File: config.mk
export PLATFORM = sky130hd
export DESIGN_NAME = ram_bist_ctrl
export DESIGN_NICKNAME = d
export VERILOG_FILES = /design/src/rtl/ram_bist_pkg.sv /design/src/rtl/ram_bist_addr_gen.sv /design/src/rtl/ram_bist_ctrl.sv
export SDC_FILE = /design/constraint.sdc
export NUM_CORES = 1
export LEC_CHECK = 0
export CORE_MARGIN = 8
export CORE_UTILIZATION = 53
export CTS_CLUSTER_DIAMETER = 40
export CTS_CLUSTER_SIZE = 24
export DETAILED_ROUTE_END_ITERATION = 12
export HOLD_SLACK_MARGIN = 0.08
export PLACE_DENSITY_LB_ADDON = 0.2
export SYNTH_ARGS = -nofsm -noshare
export SYNTH_HDL_FRONTEND = slang
export SYNTH_SLANG_ARGS = --single-unit
File: constraint.sdc
create_clock -name clk -period 3.2 [get_ports clk]
set_input_delay 0.64 -clock clk [delete_from_list [all_inputs] [get_ports clk]]
set_output_delay 0.64 -clock clk [all_outputs]
set_load 0.01 [all_outputs]
File: src/rtl/ram_bist_pkg.sv
// Shared types and March C- element table for the RAM BIST controller.
package ram_bist_pkg;

  typedef enum logic [2:0] {
    IDLE,
    WRITE,
    READ,
    CHECK,
    FIN
  } state_t;

  localparam int unsigned NUM_ELEM = 6;
  localparam int unsigned ELEM_W   = 3;
  localparam logic [ELEM_W-1:0] LAST_ELEM = ELEM_W'(NUM_ELEM - 1);

  // March C-: E0 up W0; E1 up R0,W1; E2 up R1,W0; E3 down R0,W1; E4 down R1,W0; E5 down R0.
  // Bit n of each vector describes element n.
  localparam logic [NUM_ELEM-1:0] HAS_READ  = 6'b111110;
  localparam logic [NUM_ELEM-1:0] HAS_WRITE = 6'b011111;
  localparam logic [NUM_ELEM-1:0] DIR_DOWN  = 6'b111000;
  localparam logic [NUM_ELEM-1:0] EXPECT_BG = 6'b010100;
  localparam logic [NUM_ELEM-1:0] WRITE_BG  = 6'b001010;

endpackage

File: src/rtl/ram_bist_addr_gen.sv
// Up/down address counter with load and last-address flag for the BIST walk.
module ram_bist_addr_gen #(
  parameter  int unsigned DEPTH  = 16,
  localparam int unsigned ADDR_W = $clog2(DEPTH)
) (
  input  logic              clk,
  input  logic              rst,
  input  logic              load,
  input  logic              load_down,
  input  logic              step,
  input  logic              down,
  output logic [ADDR_W-1:0] addr,
  output logic              last_c
);

  localparam logic [ADDR_W-1:0] TOP_ADDR = ADDR_W'(DEPTH - 1);

  // Load picks the start address of the next element; step walks the current one.
  always_ff @(posedge clk or posedge rst) begin
    if (rst) begin
      addr <= '0;
    end else if (load) begin
      addr <= load_down ? TOP_ADDR : '0;
    end else if (step) begin
      addr <= down ? addr - 1'b1 : addr + 1'b1;
    end
  end

  // Final address of the walk in the current direction; never runs past DEPTH-1.
  always_comb begin
    last_c = down ? (addr == '0) : (addr == TOP_ADDR);
  end

endmodule

File: src/rtl/ram_bist_ctrl.sv
// March C- BIST engine driving a single-port synchronous RAM.
// Optional BIST_ERR_LOG_EN: keep running past mismatches and count them in err_count.
module ram_bist_ctrl
  import ram_bist_pkg::*;
#(
  parameter  int unsigned DATA_WIDTH = 4,
  parameter  int unsigned DEPTH      = 16,
  localparam int unsigned ADDR_W     = $clog2(DEPTH)
) (
  input  logic                  clk,
  input  logic                  rst,
  input  logic                  start,
  output logic                  mem_write_enable,
  output logic [ADDR_W-1:0]     mem_addr,
  output logic [DATA_WIDTH-1:0] mem_data_in,
  input  logic [DATA_WIDTH-1:0] mem_data_out,
  output logic                  busy,
  output logic                  done,
  output logic                  pass,
  output logic                  fail,
  output logic [ADDR_W-1:0]     fail_addr,
  output logic [DATA_WIDTH-1:0] fail_data
`ifdef BIST_ERR_LOG_EN
  ,
  output logic [7:0]            err_count
`endif
);

  state_t                  state;
  logic [ELEM_W-1:0]       elem;
  logic [ELEM_W-1:0]       nxt_idx;
  logic [ADDR_W-1:0]       addr;
  logic                    last_c;
  logic                    load;
  logic                    load_down;
  logic                    step;
  logic [DATA_WIDTH-1:0]   expect_word;
  logic                    mismatch_c;
  logic                    err_any_c;
`ifdef BIST_ERR_LOG_EN
  logic                    err_seen;
`endif

  ram_bist_addr_gen #(
    .DEPTH(DEPTH)
  ) u_addr_gen (
    .clk       (clk),
    .rst       (rst),
    .load      (load),
    .load_down (load_down),
    .step      (step),
    .down      (DIR_DOWN[elem]),
    .addr      (addr),
    .last_c    (last_c)
  );

  assign mem_addr = addr;

  // RAM strobes, compare and address-walk control. The write in CHECK must see the
  // compare result of the same cycle, so it stays combinational off the state registers.
  always_comb begin
    nxt_idx          = (elem == LAST_ELEM) ? elem : ELEM_W'(elem + 1'b1);
    expect_word      = {DATA_WIDTH{EXPECT_BG[elem]}};
    mem_data_in      = {DATA_WIDTH{WRITE_BG[elem]}};
    mismatch_c       = (state == CHECK) && (mem_data_out != expect_word);
    mem_write_enable = 1'b0;
    load             = 1'b0;
    load_down        = 1'b0;
    step             = 1'b0;
`ifdef BIST_ERR_LOG_EN
    err_any_c        = err_seen || mismatch_c;
`else
    err_any_c        = 1'b0;
`endif
    case (state)
      IDLE: begin
        load = start;
      end
      WRITE: begin
        mem_write_enable = 1'b1;
        load             = last_c;
        load_down        = DIR_DOWN[nxt_idx];
        step             = !last_c;
      end
      CHECK: begin
`ifdef BIST_ERR_LOG_EN
        mem_write_enable = HAS_WRITE[elem];
`else
        mem_write_enable = HAS_WRITE[elem] && !mismatch_c;
`endif
        load             = last_c;
        load_down        = DIR_DOWN[nxt_idx];
        step             = !last_c;
      end
      default: ;
    endcase
  end

  // Test sequencer: element/state progression and registered status outputs.
  always_ff @(posedge clk or posedge rst) begin
    if (rst) begin
      state     <= IDLE;
      elem      <= '0;
      busy      <= 1'b0;
      done      <= 1'b0;
      pass      <= 1'b0;
      fail      <= 1'b0;
      fail_addr <= '0;
      fail_data <= '0;
`ifdef BIST_ERR_LOG_EN
      err_count <= '0;
      err_seen  <= 1'b0;
`endif
    end else begin
      done <= 1'b0;
      case (state)
        IDLE: begin
          if (start) begin
            elem      <= '0;
            state     <= HAS_READ[0] ? READ : WRITE;
            busy      <= 1'b1;
            pass      <= 1'b0;
            fail      <= 1'b0;
            fail_addr <= '0;
            fail_data <= '0;
`ifdef BIST_ERR_LOG_EN
            err_count <= '0;
            err_seen  <= 1'b0;
`endif
          end
        end
        WRITE: begin
          if (last_c) begin
            elem  <= nxt_idx;
            state <= HAS_READ[nxt_idx] ? READ : WRITE;
          end
        end
        READ: begin
          state <= CHECK;
        end
        CHECK: begin
`ifdef BIST_ERR_LOG_EN
          // Log every mismatch, keep only the first failing address/data.
          if (mismatch_c) begin
            if (!err_seen) begin
              fail_addr <= addr;
              fail_data <= mem_data_out;
            end
            err_seen <= 1'b1;
            if (err_count != 8'hFF) begin
              err_count <= err_count + 8'd1;
            end
          end
          if (last_c && (elem == LAST_ELEM)) begin
`else
          // First mismatch aborts the test.
          if (mismatch_c) begin
            fail_addr <= addr;
            fail_data <= mem_data_out;
            fail      <= 1'b1;
            pass      <= 1'b0;
            busy      <= 1'b0;
            done      <= 1'b1;
            state     <= FIN;
          end else if (last_c && (elem == LAST_ELEM)) begin
`endif
            busy  <= 1'b0;
            done  <= 1'b1;
            pass  <= !err_any_c;
            fail  <= err_any_c;
            state <= FIN;
          end else if (last_c) begin
            elem  <= nxt_idx;
            state <= HAS_READ[nxt_idx] ? READ : WRITE;
          end else begin
            state <= READ;
          end
        end
        FIN: begin
          state <= IDLE;
        end
        default: begin
          state <= IDLE;
        end
      endcase
    end
  end

endmodule

==> results.txt <==
The number of port buffers came out at 27. The number of cells produced by synthesis is 140. The deepest level of the CTS H-tree is 1. For this configuration, the core starts out at a cell density of 0.568. The number of global-route vias before repair is 1148. The worst-case headroom to the max-slew limit came out at 0.448.

The count of buffering cells on the critical path with inverters included came out at 2. The most numerous cell type found on the critical path is sky130_fd_sc_hd__clkdlybuf4s50_1. The global-route usage over all layers is 0.151. The number of flops mapped to enable cells by yosys came out at 0. The number of max-cap violations came out at 0. The clock period minus final worst setup slack is a little over 3000 ps.

The height of the chip came out at about 65 um. Setup repair after global routing left no endpoint under its margin. The placer's final routability congestion estimate is ~0.85. Summed over all cells, the static leakage comes to roughly 0.7 nW. At the worst endpoint, the arrival time is 2450 ps. The die span in x came out at 64.9 um. The count of nets left with antenna violations after detail routing came out at 0. The clock latency on the worst-skew pair came out at 310 ps. The final period utilization came out at 0.966. The async set-or-reset flop fraction in the synthesized netlist is 1.00. The CTS buffer count came out at 3.

The placeable core region is 2230 um2. The number of clock sinks seen by CTS is 22. The overall die area is 4220 um2. The number of slew-limit violations in the final report came out at 0. The initial antenna violation count is 0. The layout-stage area growth over the synthesis result came out at 25.0%. The global-route wire length before repair is 5290 um. After detailed routing, the number of remaining DRC violations is 0. The number of antenna cells inserted is 0.

The number of buffers inserted by post-CTS setup repair is 0. The signal on the critical path passes through clkdlybuf4s50_1 -> nor4_1 -> and3_2 -> o22ai_1 -> a21oi_1 -> clkdlybuf4s50_1. The synthesized design contains 22 register bits. STA classifies the critical path startpoint as an input pin. For this run, the leading register cell type out of synthesis is sky130_fd_sc_hd__dfrtp_1. The final layout contains about 180 nets.

After synthesis the cells add up to 1270 um2. The clock transition at the register clock pins on the worst setup and hold paths after CTS came out at 110 ps. The maximum clock rate came out at around 320 MHz. The number of iterations in the first detailed-routing pass came out at 4.

The type of the tightest min-delay check is flip-flop to flip-flop. TritonCTS built the clock tree. Of the synthesized area, sequential elements account for 0.434. For the final database, setup skew stands at 14.4 ps.

The remaining global-route overflow came out at 0. Dividing the detail-routed via count by the number of cells gives between 5 and 6. The worst-margin pin slew came out at 828 ps. The count of final hold-check violations came to 0. Dividing the synthesized area by the synthesized cell count gives 9.06 um2.

The final routed wire length divided by cell count is roughly 16 um. The wire length reported by the detailed router is 3020 um. The area of all sequential standard cells is 551 um2.

The number of distinct standard cells referenced by the synthesized netlist came out at 39. In this run the worst path has a maximum fanout of 4. The largest stage delay on the critical path came out at 560 ps. The required time of the critical path is 2560 ps. The fraction of final layout cells sized beyond drive strength 1 came out at 0.0599. Entering global routing, the biggest net connects 23 pins.

Summed over all nets, the half-perimeter wirelength after detailed placement is between 2000 and 2500 um. The net count after synthesis came out at between 150 and 200. The overall power after layout came out at between 1 and 1.5 mW. The area taken by multi-input logic gates came out at 652 um2. The top-level port count came out at 28. The root buffer cell chosen for the clock tree is sky130_fd_sc_hd__clkbuf_4.

The summed negative setup slack over all endpoints came out at 0 ps. The DRC violation total after the first TritonRoute iteration came out at 47. The row count came out at 17. The number of setup violations in the final report is 0. The cell area power density is 925 nW/um2.

STA classifies the critical path endpoint as a primary output. The worst voltage drop across the vdd grid came out at 0.670 mV. Broken down by cell family, the worst path's largest delay share belongs to buffers and inverters. The Yosys warning count is 0. The fill cell instance count of the final layout is 178. The flow ran to the end, and the final reports show no timing, DRC or antenna violations. The slowest stage of the critical path is the sky130_fd_sc_hd__clkdlybuf4s50_1 cell.

The setup path with the least slack is of type input pin to primary output. The longest clock path from root to sink contains 2 buffers. The routed via count is ~1100.
==> where the power goes <==
group          internal (mW)  switching (mW)
Sequential             0.391           0.121
Clock                 0.0440          0.0816
Combinational          0.415           0.415
Total                  0.850           0.618
==> cell usage after synthesis, drive strengths merged (2+ instances only) <==
master | n | area share
ha | 7 | 0.069
o21ai | 10 | 0.039
dfrtp | 22 | 0.43
nor2 | 7 | 0.021
o2bb2ai | 2 | 0.014
o21a | 2 | 0.012
o31ai | 2 | 0.012
inv | 9 | 0.027
nand2b | 5 | 0.025
and2 | 2 | 0.011
nor3 | 2 | 0.0079
o22ai | 2 | 0.0099
a211oi | 2 | 0.012
mux2i | 2 | 0.016
clkbuf | 3 | 0.0089
or4 | 2 | 0.012
nand4 | 2 | 0.0099
a21o | 2 | 0.013
buf | 3 | 0.018
a21oi | 10 | 0.039
nor2b | 3 | 0.015
nand2 | 24 | 0.071
==> layout make-up <==
class                   instances  share of cell area
clock buffers                   3              0.0142
inverters                       9              0.0213
multi-input cells             103               0.411
flip-flops and latches         22               0.347
well taps                      28              0.0221
repair buffers                 30               0.185
==> state kept, by name (all words and copies together) (netlist names) <==
name,flops
fail_addr,4
fail_data,4
u_addr_gen.addr,4
elem,3
state,3
busy,1
done,1
fail,1
pass,1
==> worst paths after layout <==
check / startpoint / endpoint / slack (ps) / depth (start not counted)
worst max-delay path: mem_data_out[2] / mem_write_enable / 110 / 6
max in group asynchronous: rst / elem[1] / 1900 / 2
min in group asynchronous: rst / fail_data[0] / 770 / 2
worst max register to register: elem[0] / u_addr_gen.addr[3] / 820 / 10
worst min register to register: pass / pass / 510 / 1
worst min-delay path: pass / pass / 510 / 1
==> what timing repair did <==
item,in CTS,in global routing
hold endpoints to repair,0,0
hold buffers,0,0
resized for setup,0,1
endpoints found under the setup margin,0,1
==> logic make-up after synthesis <==
logic type / share of synthesized area
DFF: 0.434
buffers and inverters: 0.0533
and+or+nand+nor: 0.210
muxes: 0.0276
xor gates and xnor gates: 0.0138
AOI/OAI and AO/OA: 0.177
adders and majority gates: 0.0848
==> per-stage QoR <==
step	util	setup WS, ps	instance area (um2)	std cells	hold WS, ps
after floorplan	-	1110	1270	140	467
final	0.710	109	1590	195	507
after detailed placement	0.700	115	1560	192	493
after CTS	0.710	96.1	1590	195	518
after global placement	0.700	121	1560	192	479
after global routing	0.710	28.3	1590	195	543
==> metal layers <==
layer,GRT usage,vias up,wire length [um]
met3,0.0309,9,162
met5,0,-,0
li1,-,536,-
met4,0.0736,0,72
met1,0.180,532,1320
met2,0.253,34,1470
==> placed cells by master (no fill, tap or decap), types with 2 or more instances in the layout <==
master and n:
sky130_fd_sc_hd__a211oi_1 2, sky130_fd_sc_hd__a21oi_1 10, sky130_fd_sc_hd__buf_4 3, sky130_fd_sc_hd__clkbuf_4 3
sky130_fd_sc_hd__clkdlybuf4s50_1 27, sky130_fd_sc_hd__dfrtp_1 22, sky130_fd_sc_hd__ha_1 7, sky130_fd_sc_hd__inv_1 9
sky130_fd_sc_hd__mux2i_1 2, sky130_fd_sc_hd__nand2_1 24, sky130_fd_sc_hd__nand2b_1 5, sky130_fd_sc_hd__nand4_1 2
sky130_fd_sc_hd__nor2_1 7, sky130_fd_sc_hd__nor2b_1 3, sky130_fd_sc_hd__nor3_1 2, sky130_fd_sc_hd__o21a_1 2
sky130_fd_sc_hd__o21ai_0 10, sky130_fd_sc_hd__o22ai_1 2, sky130_fd_sc_hd__o2bb2ai_1 2, sky130_fd_sc_hd__o31ai_1 2
sky130_fd_sc_hd__or4_1 2
Note: power is estimated with default switching activity, not from simulation.
